## config.mk

```make
export PLATFORM = sky130hd
export DESIGN_NAME = ifu
export DESIGN_NICKNAME = d
export VERILOG_FILES = /design/src/rtl/ifu.sv
export SDC_FILE = /design/constraint.sdc
export NUM_CORES = 1
export LEC_CHECK = 0
export ABC_AREA = 1
export BUFFER_PORTS_ARGS = -buffer_cell sky130_fd_sc_hd__buf_4
export CAP_MARGIN = 20
export CORE_MARGIN = 3
export CORE_UTILIZATION = 32
export CTS_CLUSTER_SIZE = 16
export DETAILED_ROUTE_END_ITERATION = 16
export PLACE_DENSITY = 0.5
export SLEW_MARGIN = 20
export SYNTH_ARGS = -nofsm -noshare
export SYNTH_HDL_FRONTEND = slang
export SYNTH_SLANG_ARGS = --single-unit
```

## constraint.sdc

```tcl
create_clock -name clk -period 2.8 [get_ports clk]
set_input_delay 0.28 -clock clk [delete_from_list [all_inputs] [get_ports clk]]
set_output_delay 0.28 -clock clk [all_outputs]
set_load 0.005 [all_outputs]
```

## src/rtl/ifu.sv

```systemverilog
// Instruction fetch unit: owns the fetch PC, talks req/ack to imem and
// feeds decode from a 2-entry buffer. IFU_STAT_EN adds fetch/flush counters.
module ifu #(
    parameter logic [31:0] RESET_PC = 32'h0000_3000
) (
    input  logic        clk,
    input  logic        reset,
    output logic        imem_req,
    output logic [31:0] imem_addr,
    input  logic        imem_ack,
    input  logic [31:0] imem_rdata,
    input  logic        redirect,
    input  logic [31:0] redirect_pc,
    output logic        id_valid,
    input  logic        id_ready,
    output logic [31:0] id_instr,
    output logic [31:0] id_pc,
    output logic [31:0] id_pc4,
    output logic [31:0] pc,
    output logic        misalign
`ifdef IFU_STAT_EN
    ,
    output logic [31:0] fetch_cnt,
    output logic [31:0] flush_cnt
`endif
);

    typedef enum logic [1:0] {
        S_REQ  = 2'd0,
        S_DROP = 2'd1,
        S_IDLE = 2'd2
    } state_t;

    state_t      state;
    logic [31:0] pc_q;
    logic [31:0] saved_pc;
    logic        misalign_q;
    logic [1:0]  count;
    logic [1:0]  count_next;

    logic [31:0] head_instr;
    logic [31:0] head_pc;
    logic [31:0] head_pc4;
    logic [31:0] tail_instr;
    logic [31:0] tail_pc;

    logic        ack;
    logic        pop;
    logic        push;
    logic [31:0] target;
    logic [31:0] pc_plus4;

    assign ack      = imem_ack & (state != S_IDLE);
    assign id_valid = (count != 2'd0);
    assign pop      = id_valid & id_ready;
    assign push     = (state == S_REQ) & ack & ~redirect;
    assign target   = {redirect_pc[31:2], 2'b00};
    assign pc_plus4 = pc_q + 32'd4;

    assign imem_req  = reset & (state != S_IDLE);
    assign imem_addr = pc_q;
    assign pc        = pc_q;
    assign misalign  = misalign_q;
    assign id_instr  = head_instr;
    assign id_pc     = head_pc;
    assign id_pc4    = head_pc4;

    // Next buffer occupancy; a redirect flushes and swallows any pop.
    always_comb begin
        count_next = count;
        if (redirect) begin
            count_next = 2'd0;
        end else begin
            count_next = count + {1'b0, push} - {1'b0, pop};
        end
    end

    // Fetch FSM: PC, pending redirect target and sticky misalign flag.
    always_ff @(posedge clk or negedge reset) begin
        if (!reset) begin
            state      <= S_REQ;
            pc_q       <= RESET_PC;
            saved_pc   <= RESET_PC;
            misalign_q <= 1'b0;
        end else begin
            if (redirect && (redirect_pc[1:0] != 2'b00)) begin
                misalign_q <= 1'b1;
            end
            case (state)
                S_REQ: begin
                    if (redirect) begin
                        if (ack) begin
                            pc_q <= target;
                        end else begin
                            saved_pc <= target;
                            state    <= S_DROP;
                        end
                    end else if (ack) begin
                        pc_q <= pc_plus4;
                        if (count_next == 2'd2) begin
                            state <= S_IDLE;
                        end
                    end
                end
                S_DROP: begin
                    if (ack) begin
                        pc_q  <= redirect ? target : saved_pc;
                        state <= S_REQ;
                    end else if (redirect) begin
                        saved_pc <= target;
                    end
                end
                S_IDLE: begin
                    if (redirect) begin
                        pc_q  <= target;
                        state <= S_REQ;
                    end else if (pop) begin
                        state <= S_REQ;
                    end
                end
                default: begin
                    state <= S_REQ;
                end
            endcase
        end
    end

    // Two-entry buffer: head drives decode, tail shifts in on pop.
    always_ff @(posedge clk or negedge reset) begin
        if (!reset) begin
            count      <= 2'd0;
            head_instr <= 32'd0;
            head_pc    <= 32'd0;
            head_pc4   <= 32'd0;
            tail_instr <= 32'd0;
            tail_pc    <= 32'd0;
        end else begin
            count <= count_next;
            if (!redirect) begin
                if (push && ((count == 2'd0) ||
                             ((count == 2'd1) && pop))) begin
                    head_instr <= imem_rdata;
                    head_pc    <= pc_q;
                    head_pc4   <= pc_plus4;
                end else if (pop && (count == 2'd2)) begin
                    head_instr <= tail_instr;
                    head_pc    <= tail_pc;
                    head_pc4   <= tail_pc + 32'd4;
                end
                if (push && (count == 2'd1) && !pop) begin
                    tail_instr <= imem_rdata;
                    tail_pc    <= pc_q;
                end
            end
        end
    end

`ifdef IFU_STAT_EN
    // Event counters: pushes and redirect cycles, wrapping.
    always_ff @(posedge clk or negedge reset) begin
        if (!reset) begin
            fetch_cnt <= 32'd0;
            flush_cnt <= 32'd0;
        end else begin
            if (push) begin
                fetch_cnt <= fetch_cnt + 32'd1;
            end
            if (redirect) begin
                flush_cnt <= flush_cnt + 32'd1;
            end
        end
    end
`endif

endmodule
```

Word level (Yosys, flattened, before mapping) --
Cells that the tools add are included.
Storage, ports and cells: flip-flop bits (word level) 229, input bits 69, output and inout port bits 163, word-level logic and storage cells 82
Operators by class: add/sub/neg operators 4, equal/unequal tests 16, mux-type cells 26, bitwise operators 6, reduce and logical (&&, ||, !) cells 20
Operators with widths (count):
- 2-to-1 mux 32 bit | 15
- one-hot mux 32 bit (3 select lines) | 1
- adder 32 x 3 -> 32 bit (second input constant) | 2
- one-hot mux 32 bit (2 select lines) | 1
- 2-to-1 mux 2 bit | 8
- inequality test 2 bit (second input constant) | 7
- inequality test 3 bit (second input constant) | 3
- AND reduction 4 bit | 2
- nonzero test 2 bit | 4
- == test 2 bit (second input constant) | 3
- logical AND 1 bit | 6
- one-hot mux 2 bit (3 select lines) | 1
- AND 1 bit | 5
- AND reduction 5 bit | 1
- == test 2 x 1 -> 1 bit (second input constant) | 2
- zero test 2 bit | 2
- AND reduction 2 bit | 2
- inequality test 3 x 2 -> 1 bit (second input constant) | 1
- nonzero test 3 bit | 1
- adder 2 x 1 -> 2 bit | 1
- subtractor 2 x 1 -> 2 bit | 1
- zero test 1 bit | 1
- logical OR 1 bit | 1
- NOT 1 bit | 1

Longest topological paths before layout --
Gate-level depths: netlist (run 1).
depth in word-level cells 12, depth in mapped cells 15, gate-level depth less buffers 15

Worst setup path after synthesis (run 1) --
OpenSTA, ideal clock, no wires.
path type register -> register, from register state[0], to register state[1], library setup time 0.126 ns, data arrival time 1.930 ns, required time 2.674 ns, path slack 0.745 ns, cell stages (with the launch flop) 15, buffers on the path 0, period minus slack after synthesis 2.055 ns, cell sequence dfrtp_1 inv_1 ha_1 nor2_2 nand2_1 ha_1 inv_1 ha_1 inv_1 nand2_1 nand3_1 o21ai_0 nand2_1 nand2_1 o21ai_0
On the way: word-level cells in the longest chain between the ends 10, elaborated cells between the ends (all ways) 18, those cells by class 2 x add/sub; 9 x eq/ne; 2 x mux; 3 x bitwise; 2 x reduce/logical
RTL lines:
- from (decl) | line 34 | state_t state;
- from (signal assigned) | line 81 | state <= S_REQ;
- from (signal assigned) | line 96 | state <= S_DROP;
- from (signal assigned) | line 101 | state <= S_IDLE;
- inequality test 2 bit | line 53 | assign ack = imem_ack & (state != S_IDLE);
- AND 1 bit | line 53
- AND 1 bit (2 in a row) | line 56 | assign push = (state == S_REQ) & ack & ~redirect;
- adder 2 x 1 -> 2 bit | line 74 | count_next = count + {1'b0, push} - {1'b0, pop};
- subtractor 2 x 1 -> 2 bit | line 74
- 2-to-1 mux 2 bit | line 71 | if (redirect) begin
- == test 2 bit | line 100 | if (count_next == 2'd2) begin
- inequality test 3 x 2 -> 1 bit (no line)
- AND reduction 5 bit (no line)
Several ways; a longest one is shown, not always the timed one. A chain may end at the register's enable or synchronous reset.

Worst setup path after layout (run 1) --
from register state[0], to register state[0]
The elaborated chain is that of the path after synthesis.

==> reports/results.txt, run 1 <==
status: complete, no violations
most common cell after layout, fill and taps aside: nand2_1
CP bufs+invs: 3
Mapped Cells: 1,579
Adder-Cell Fraction of Synth Area: 0.8226%
worst rel slew slack: 39.07%
Diodes inserted: 0
ys async rst share: 100.0%
Mapped Nets: 1,656
worst reg2reg path depth: 14
number of port buffers: 231
largest family of logic cells by synthesized area: simple AND/OR/NAND/NOR gates
final setup vio count: 0
DRT antenna net count: 0
GRT Total Usage: 19.67%
DRC viols: 0
Design Power: 17,170 µW
post-CTS setup buffers: 0
setup ws final: 440.5 ps
Final Cell Area: 15,710 µm²
dpl cell area: 14,190 µm²
r2r setup slk: 440 ps
post-place setup slack: 456.5 ps
Rows: 70
Clock Tree Buf Depth: 3
crit path launch: state[0]
max incr delay on CP: 420 ps
number of synthesized register bits: 227
kind of critical path: reg2reg
VDD IR-drop max: 0.4930 mV
Netlist cell types: 34
TritonRoute pass-1 iters: 5
die width: 201 µm
core footprint: 37,050 µm²
area grow syn2layout: 29.07%
CTS tree: done
Net count, final: 1,885
critical path arrival: 2770 ps
Die H: 201 µm
Skew-Pair Late Insertion Delay: 540 ps
Fmax achieved: 423.8 MHz
initial antenna violation count: 0
Synth Area in Simple Gates: 27.72%
routability cong.: 0.8770
Primary FF master, synth: dfrtp_1
Final Hold Viols: 0
I/O Pins: 232
clock root cell: clkbuf_16
routed vias: 11,113
first-pass GRT wire length: 63,710 µm
die area: 40,400 µm²
Starting Density: 32.84%
HPWL Detailed: 28,980 µm
crit path max-delay cell type: dfrtp_1
Max Slew Vio Count: 0
Min-Delay Path Class: in2reg
DP Cell Count: 2,224
initial DRC count: 697
Pwr Density: 1093 nW/µm²
EDFF count, synth: 0
family with the most delay on the worst path: adder cells
RSZ-0062 raised after global routing: false
largest net degree at the start of global routing: 116
syn_area_per_cell: 7.706 µm²
Routed WL: 40,810 µm
Compound-Gate Fraction of Synth Area: 10.84%
XOR/XNOR share of the synthesized area: 1.943%
most frequent cells in the layout: nand2_1, buf_4, dfrtp_1, nor2_1, inv_1
LEAKAGE: 0.007366 µW
nature of the critical path endpoint: flip-flop
DR WL/cell: 17.50 µm
layout cells sized above 1: 19.53%
max_cap viols: 0
via/cell ratio: 4.765
Layout Cells excl Fill: 2,332
Final min period: 2360 ps
CP Max Fanout: 5
TritonCTS Buffers: 28
clock sinks: 227
Filler cells: 3,857
Synth Cell Area: 12,170 µm²
Synth warnings: 0
vias in the first global route: 10,756
GRT overflow: 0
H-tree levels: 1
Worst-path clk slew: 60 ps
Seq/Total Area, Yosys: 46.72%
Final Skew: 9.716 ps
Worst setup SP type: flip-flop
Cells on Worst Hold Path: 3
critical path cell sequence: inv_1, ha_1, nor2_2, nand2_1, ha_1, inv_1, ha_1, inv_1, nand2_1, nand3_1, o21ai_0, nand2_1, nand2_1, o21ai_0
Worst Tran Pin Value: 913.9 ps
reg-to-reg startpoint: state[0]
CP Data Required Time: 3210 ps
period utilization: 84.27%
Critical Path Most Common Cell: nand2_1
hold endpoint: saved_pc[9]
hold wc startpoint: redirect_pc[9]
Worst R2R End: state[0]
setup TNS: 0 ps
mux cell area share after synthesis: 4.257%
[sequential cells by signal, indices dropped and copies added (netlist names)]
register    count
id_pc4         30
imem_addr      32
misalign        1
id_instr       32
saved_pc       32
id_pc          32
tail_pc        32
state           2
count           2
tail_instr     32
[worst max path at each step]
| stage | endpoint | slack, ps | cells past startpoint |
|---|---|---|---|
| 2_1_floorplan | state[1] | 740 | 14 |
| 3_3_place_gp | state[0] | 560 | 14 |
| 3_5_place_dp | state[0] | 460 | 14 |
| 4_1_cts | state[0] | 440 | 14 |
| 5_1_grt | state[0] | 240 | 14 |
| 6_report | state[0] | 440 | 14 |
[where the power goes]
part           internal, µW  leakage [µW]  total [µW]  switching, µW
sequential             4800       0.00286        6330           1520
combinational          3350       0.00405        7160           3820
clock                  2270      0.000458        3680           1410
[metrics by stage]
step | hold WS [ps] | utilization [%]
2_1_floorplan | -15.59 | -
3_5_place_dp | 220.8 | 38.30
5_1_grt | 51.01 | 42.39
4_1_cts | 24.43 | 42.39
6_report | 56.68 | 42.39
3_3_place_gp | 224.5 | 38.30
[cell usage after synthesis (2+ instances only)]
| master | number | area (µm²) |
|---|---|---|
| nand2_1 | 581 | 2181 |
| dfrtp_1 | 223 | 5580 |
| nor2_1 | 166 | 623.1 |
| inv_1 | 79 | 296.5 |
| o21ai_0 | 77 | 385.4 |
| nand3_1 | 72 | 360.4 |
| a31oi_1 | 65 | 406.6 |
| mux2_2 | 46 | 518.0 |
| a21oi_1 | 42 | 210.2 |
| clkbuf_1 | 41 | 153.9 |
| buf_4 | 37 | 277.8 |
| buf_2 | 31 | 155.2 |
| xor2_1 | 22 | 192.7 |
| a221oi_1 | 15 | 131.4 |
| nand3b_1 | 13 | 97.59 |
| o211ai_1 | 10 | 75.07 |
| a22oi_1 | 9 | 67.56 |
| ha_1 | 8 | 100.1 |
| nor3_1 | 6 | 30.03 |
| nor2_2 | 5 | 31.28 |
| xnor2_1 | 5 | 43.79 |
| dfstp_2 | 4 | 105.1 |
| and2_1 | 3 | 18.77 |
| buf_6 | 3 | 33.78 |
| clkinv_1 | 3 | 11.26 |
| o22ai_1 | 3 | 18.77 |
| nand4_1 | 2 | 12.51 |
| or2_2 | 2 | 12.51 |
[cell type report]
type                            count  area [µm²]  area share, %
Multi-Input combinational cell   1156        5562          35.41
Clock buffer                       41       810.8          5.163
Timing Repair Buffer              312        2582          16.44
Inverter                           83       311.5          1.984
Tap cell                          504       630.6          4.015
Clock inverter                      9       122.6         0.7808
Sequential cell                   227        5685          36.20
[logic make-up after synthesis]
kind of cell,count (synthesis)
AND/OR/NAND/NOR,851
multiplexers,46
buffers and inverters,196
XOR/XNOR,27
flip-flops,227
AO/OA/AOI/OAI,224
adder cells (fa/ha/maj),8
[what timing repair did]
item,CTS,global route
hold buffers,58,0
gates resized for setup,0,0
hold endpoints to repair,125,0
setup endpoints to repair,0,0
[layer usage]
| metal | global-route usage [%] | vias up | share of wire (%) |
|---|---|---|---|
| met5 | 0 | - | 0 |
| met4 | 3.162 | 0 | 1.3 |
| met3 | 2.513 | 35 | 5.5 |
| met2 | 30.37 | 325 | 43 |
| met1 | 29.93 | 5176 | 50 |
| li1 | - | 5577 | - |
[tightest hold or removal path: cells and delay by family]
kind | cells | cell delay, ps
AO/OA/AOI/OAI | 1 | 80
buffers and inverters | 2 | 180
(Power assumes the default switching activity.)
==> run 2, diff against run 1 <==
- PLACE_DENSITY: 0.5 -> 0.52
- clock period: 2.8 -> 1.9 ns (I/O delays scaled with it)
==> run 2 against run 1 <==
Compared with the run above:
- the run now ends with setup timing left
- clock skew grew 11 ps
- sequential power rose by 44%
- cell area grew 17%
- combinational power up 100%
- critical path depth increased by 1
- largest power group unchanged
==> reports/results.txt, run 2 (same netlist as run 1, synthesis figures left out) <==
status: finished with violations
failing checks: setup timing
Skew-Pair Late Insertion Delay: 560 ps (+20 ps)
switching share of power: 39.34% (about the same)
area grow syn2layout: 50.66%
initial antenna violation count: 0 (unchanged)
CP Data Required Time: 2340 ps (-870 ps)
GRT Total Usage: 20.67% (+1.0 points)
clock root cell: clkbuf_16
Starting Density: 32.84% (unchanged)
Net count, final: 2,038 (+8.1%)
clock sinks: 227 (unchanged)
worst setup path endpoint: state[0]
setup ws final: -154.1 ps (-594.5 ps)
Worst setup SP type: flip-flop
Worst Tran Pin Value: 716.3 ps (-197.6 ps)
worst reg2reg path depth: 15 (+1)
Diodes inserted: 0 (unchanged)
dpl cell area: 15,090 µm² (+6.3%)
Filler cells: 3,595 (-6.8%)
core footprint: 37,050 µm² (unchanged)
routed vias: 12,070 (+8.6%)
Pwr Density: 1586 nW/µm² (+45%)
Clock Tree Buf Depth: 3 (unchanged)
critical path arrival: 2500 ps (-270 ps)
post-place setup slack: -153.1 ps (-609.6 ps)
Final Hold Viols: 0 (unchanged)
RSZ-0062 raised after global routing: true
reg-to-reg startpoint: state[1]
crit path launch: state[1]
Final Skew: 20.73 ps (+11.01 ps)
initial DRC count: 743 (+6.6%)
Die H: 201 µm (unchanged)
Final Cell Area: 18,330 µm² (+17%)
first-pass GRT wire length: 66,830 µm (+4.9%)
CP Max Fanout: 4 (-1)
HPWL Detailed: 30,580 µm (+5.5%)
Worst R2R End: state[0]
DRC viols: 0 (unchanged)
nature of the critical path endpoint: flip-flop
share of power burned in the clock network: 18.8% (-2.6 points)
H-tree levels: 1 (unchanged)
die area: 40,400 µm² (unchanged)
routability cong.: 0.9133 (+4.1%)
Worst-path clk slew: 60 ps (about the same)
Final min period: 2054 ps (-305.5 ps)
GR peak layer: met2
met2 Usage GRT: 31.49% (+1.1 points)
Fmax achieved: 486.8 MHz (+15%)
final setup vio count: 135 (+135)
GR met1 Demand/Resource: 30.63% (+0.70 points)
DR WL/cell: 18.53 µm (+5.9%)
via/cell ratio: 4.857 (+1.9%)
Global Route met3 Usage: 2.692% (+0.18 points)
LEAKAGE: 0.008510 µW (+16%)
r2r setup slk: -150 ps (-590 ps)
sw power: 11,440 µW (+69%)
sequential share of power: 31.3% (-5.6 points)
max_cap viols: 0 (unchanged)
DRT antenna net count: 0 (unchanged)
number of port buffers: 231 (unchanged)
VDD IR-drop max: 0.6723 mV (+36%)
most frequent cells in the layout: nand2_1, buf_4, dfrtp_1, nor2_1, inv_1
I/O Pins: 232 (unchanged)
Layout Cells excl Fill: 2,485 (+6.6%)
period utilization: 108.1% (+24 points)
layout cells sized above 1: 31.65% (+12 points)
CTS tree: done
TritonCTS Buffers: 28 (unchanged)
worst rel slew slack: 52.25% (+13 points)
Min-Delay Path Class: in2reg
area of the multi-input gates: 6260 µm² (+13%)
Cell Int Power: 17,630 µW (+69%)
TritonRoute pass-1 iters: 5 (unchanged)
most common cell after layout, fill and taps aside: nand2_1
kind of critical path: reg2reg
Rows: 70 (unchanged)
setup TNS: -6986 ps (-6986 ps)
DP Cell Count: 2,319 (+4.3%)
Routed WL: 46,050 µm (+13%)
largest net degree at the start of global routing: 127 (+9.5%)
die width: 201 µm (unchanged)
GRT overflow: 0 (unchanged)
register area: 5685 µm² (unchanged)
vias in the first global route: 11,526 (+7.2%)
Logic pwr share: 49.9% (+8.2 points)
Max Slew Vio Count: 0 (unchanged)
-- run 2: cell count changes in the layout (fill, tap and decap cells not counted), sizes merged --
| cell | previous run | this run |
|---|---|---|
| buf | 254 | 382 |
| clkbuf | 41 | 57 |
| dlygate4sd3 | 58 | 66 |
| clkinv | 8 | 11 |
| clkinvlp | 1 | 0 |
| inv | 80 | 79 |
-- run 2: layout make-up --
type                       instances  area share, %
clock buffer                      40          4.402
clock inverter                    10         0.6825
inverter                          83          1.781
multi-input combinational       1156          34.15
sequential                       227          31.01
tap                              504          3.440
timing repair buffer             465          24.54
-- run 2: worst max-delay path: stages, from the launching register on --
cell and delay [ps]:
dfrtp_1 400, inv_2 90, ha_4 140, inv_4 40, nor2_4 110, nand2_4 80
buf_6 120, ha_4 250, inv_2 40, ha_4 150, nand2_2 60, nand3_2 70
o21ai_2 130, nand2_2 100, nand2_1 100, o21ai_1 70
-- run 2: repair_timing --
| action | in CTS | in global routing |
|---|---|---|
| pin swaps | 11 | 28 |
| endpoints found under the setup margin | 105 | 213 |
| hold buffers | 66 | 0 |
| hold endpoints to repair | 347 | 0 |
| gates cloned | 9 | 22 |
| gates resized for setup | 58 | 179 |
| buffers inserted | 16 | 8 |
-- run 2: how the worst min path moves through the flow --
stage | from | cells past startpoint | end | slack, ps
final | redirect | 4 | saved_pc[7] | 170
after detailed placement | reset | 2 | tail_instr[25] | 330
after floorplan | reset | 0 | count[0] | -110
after CTS | redirect | 4 | saved_pc[7] | 120
after global routing | redirect | 4 | saved_pc[7] | 180
after global placement | reset | 2 | id_instr[29] | 330
-- run 2: routing by layer --
layer / up-vias / routed length (µm)
met5: - / 0
met4: 0 / 1134
met3: 64 / 2148
met2: 349 / 20750
met1: 5779 / 22020
li1: 5878 / -
-- run 2: power groups by stage --
stage | Clock (µW) | Combinational, µW | Sequential, µW
2_1_floorplan | 0 | 6390 | 8710
4_1_cts | 5590 | 13200 | 8790
6_report | 5460 | 14500 | 9090
3_3_place_gp | 0 | 12200 | 8800
5_1_grt | 5780 | 15900 | 9380
3_5_place_dp | 0 | 12400 | 8870
-- run 2: metrics by stage --
step / utilization [%] / hold slack, ps / power, µW
after floorplan: - / -105.6 / 15100
after global placement: 40.74 / 333.0 / 21030
after detailed placement: 40.74 / 327.6 / 21230
after CTS: 46.60 / 115.1 / 27600
after global routing: 49.48 / 175.6 / 31090
final: 49.48 / 170.2 / 29070
==> run 3, diff against run 2 <==
- PLACE_DENSITY: 0.52 -> 0.5
- clock period: 1.9 -> 2.1 ns (I/O delays scaled with it)
==> run 3 against run 2 <==
Compared with the run above:
- the run now ends clean
- hold slack better by 2.6 ps
- non-clock buffer count is 90 lower
- via count is 5.7% lower
- clock skew is 6.7 ps lower
- power is 19% lower
==> reports/results.txt, run 3 (same netlist as run 1, synthesis figures left out) <==
status: complete, no violations
GRT Total Usage: 19.97% (-0.71 points)
nature of the critical path endpoint: flip-flop
Starting Density: 32.84% (unchanged)
die area: 40,400 µm² (unchanged)
final setup vio count: 0 (-100%)
via/cell ratio: 4.754 (-2.1%)
Layout Cells excl Fill: 2,395 (-3.6%)
switching share of power: 38.75% (-0.59 points)
Design Power: 23,580 µW (-19%)
Net count, final: 1,948 (-4.4%)
DR WL/cell: 17.04 µm (-8.0%)
worst reg2reg path depth: 14 (-1)
period utilization: 95.34% (-13 points)
initial antenna violation count: 0 (unchanged)
Fmax achieved: 499.5 MHz (+2.6%)
vias in the first global route: 11,176 (-3.0%)
DRC viols: 0 (unchanged)
Final min period: 2002 ps (-51.89 ps)
GRT overflow: 0 (unchanged)
CP Data Required Time: 2530 ps (+190 ps)
Worst Tran Pin Value: 533.8 ps (-182.5 ps)
LEAKAGE: 0.007720 µW (-9.3%)
HPWL Detailed: 29,970 µm (-2.0%)
H-tree levels: 1 (unchanged)
RSZ-0062 raised after global routing: true
clock root cell: clkbuf_16
max incr delay on CP: 400 ps (about the same)
layout cells sized above 1: 22.69% (-9.0 points)
TritonRoute pass-1 iters: 5 (unchanged)
kind of critical path: reg2reg
Filler cells: 3,781 (+5.2%)
CP Max Fanout: 4 (unchanged)
most frequent cells in the layout: nand2_1, buf_4, dfrtp_1, nor2_1, inv_1
Clock Tree Buf Depth: 3 (unchanged)
critical path cell sequence: inv_2, ha_4, inv_1, nor2_2, nand2_2, ha_4, inv_2, ha_4, nand2_2, nand3_2, o21ai_2, nand2_2, nand2_1, o21ai_1
DRT antenna net count: 0 (unchanged)
Cell Int Power: 14,440 µW (-18%)
r2r setup slk: 100 ps (+250 ps)
reg-to-reg startpoint: state[1]
Max Slew Vio Count: 0 (unchanged)
Rows: 70 (unchanged)
CTS tree: done
Routed WL: 40,820 µm (-11%)
Worst setup SP type: flip-flop
Worst-path clk slew: 60 ps (about the same)
crit path max-delay cell type: dfrtp_1
Worst R2R End: state[0]
initial DRC count: 660 (-11%)
Logic pwr share: 45.6% (-4.3 points)
Pwr Density: 1439 nW/µm² (-9.2%)
Skew-Pair Late Insertion Delay: 550 ps (about the same)
share of power burned in the clock network: 20.4% (+1.6 points)
largest net degree at the start of global routing: 97 (-24%)
die width: 201 µm (unchanged)
clock sinks: 227 (unchanged)
most common cell after layout, fill and taps aside: nand2_1
number of port buffers: 231 (unchanged)
routed vias: 11,386 (-5.7%)
Die H: 201 µm (unchanged)
sw power: 9137 µW (-20%)
max_cap viols: 0 (unchanged)
critical path arrival: 2440 ps (-60 ps)
Final Hold Viols: 0 (unchanged)
sequential share of power: 34.0% (+2.7 points)
Diodes inserted: 0 (unchanged)
Final Skew: 14.01 ps (-6.725 ps)
VDD IR-drop max: 0.6739 mV (+0.24%)
worst rel slew slack: 64.41% (+12 points)
routability cong.: 0.8944 (-2.1%)
DP Cell Count: 2,276 (-1.9%)
core footprint: 37,050 µm² (unchanged)
I/O Pins: 232 (unchanged)
Min-Delay Path Class: in2async
TritonCTS Buffers: 28 (unchanged)
area grow syn2layout: 34.63%
first-pass GRT wire length: 65,340 µm (-2.2%)
run 3: changes by cell type in the layout (fill, tap and decap cells not counted), moves of 9 or more:
cell | previous run | this run
buf_4 | 328 | 291
o21ai_0 | 52 | 74
nand3_2 | 11 | 1
nor2_1 | 104 | 163
nand3_1 | 61 | 71
a221oi_2 | 11 | 0
buf_6 | 17 | 1
nor2_2 | 30 | 7
a221oi_1 | 3 | 15
o21ai_1 | 23 | 2
clkbuf_16 | 46 | 29
nor2_4 | 37 | 1
buf_12 | 23 | 14
run 3: how the worst max path moves through the flow:
stage                     startpoint       end  depth (start not counted)
final                       state[1]  state[0]                         14
after global routing        state[1]  state[0]                         14
after CTS                   state[1]  state[0]                         15
after detailed placement    state[1]  state[0]                         15
after global placement      state[1]  state[1]                         15
after floorplan             state[0]  state[1]                         14
run 3: timing repair:
item	CTS	global route
hold endpoints to repair	214	0
setup buffers	0	3
pin swaps	0	8
gates resized for setup	1	23
setup endpoints to repair	2	33
hold buffers	66	0
run 3: worst max-delay path: cells and delay by family (launching register included):
| kind | cells | cell delay, ps |
|---|---|---|
| simple gates | 6 | 530 |
| buf+inv | 3 | 180 |
| fa+ha+maj | 3 | 560 |
| flops | 1 | 400 |
| compound gates | 2 | 230 |
run 3: per-layer routing:
layer	vias up	part of all wire [%]	GRT usage (%)
met3	47	5.6	3.081
met5	-	0	0
li1	5696	-	-
met2	328	43	29.87
met1	5315	50	30.37
met4	0	2.0	4.442
run 3: final cells by class:
class / instances / area [µm²] / share of cell area [%]
Clock inverter: 10 / 100.1 / 0.6110
Multi-Input combinational cell: 1156 / 5630 / 34.37
Timing Repair Buffer: 375 / 3207 / 19.58
Tap cell: 504 / 630.6 / 3.849
Clock buffer: 40 / 817.0 / 4.987
Sequential cell: 227 / 5685 / 34.71
Inverter: 83 / 311.5 / 1.902
run 3: power by group through the flow:
stage | combinational (µW) | sequential (µW) | clock [µW]
2_1_floorplan | 5720 | 7880 | 0
3_3_place_gp | 10500 | 8010 | 0
3_5_place_dp | 10600 | 8080 | 0
4_1_cts | 10700 | 8010 | 4960
5_1_grt | 12100 | 8320 | 5140
6_report | 10800 | 8010 | 4800
run 3: metrics by stage:
step / utilization (%) / setup TNS (ps) / area (µm²) / hold slack, ps / worst slack, ps
2_1_floorplan: - / 0 / 12170 / -85.59 / 44.53
3_3_place_gp: 39.66 / 0 / 14690 / 162.5 / 22.36
3_5_place_dp: 39.66 / 0 / 14690 / 157.5 / 1.613
4_1_cts: 43.92 / 0 / 16270 / 167.0 / 17.29
5_1_grt: 44.22 / -416.1 / 16380 / 199.2 / -66.85
6_report: 44.22 / 0 / 16380 / 172.8 / 97.83
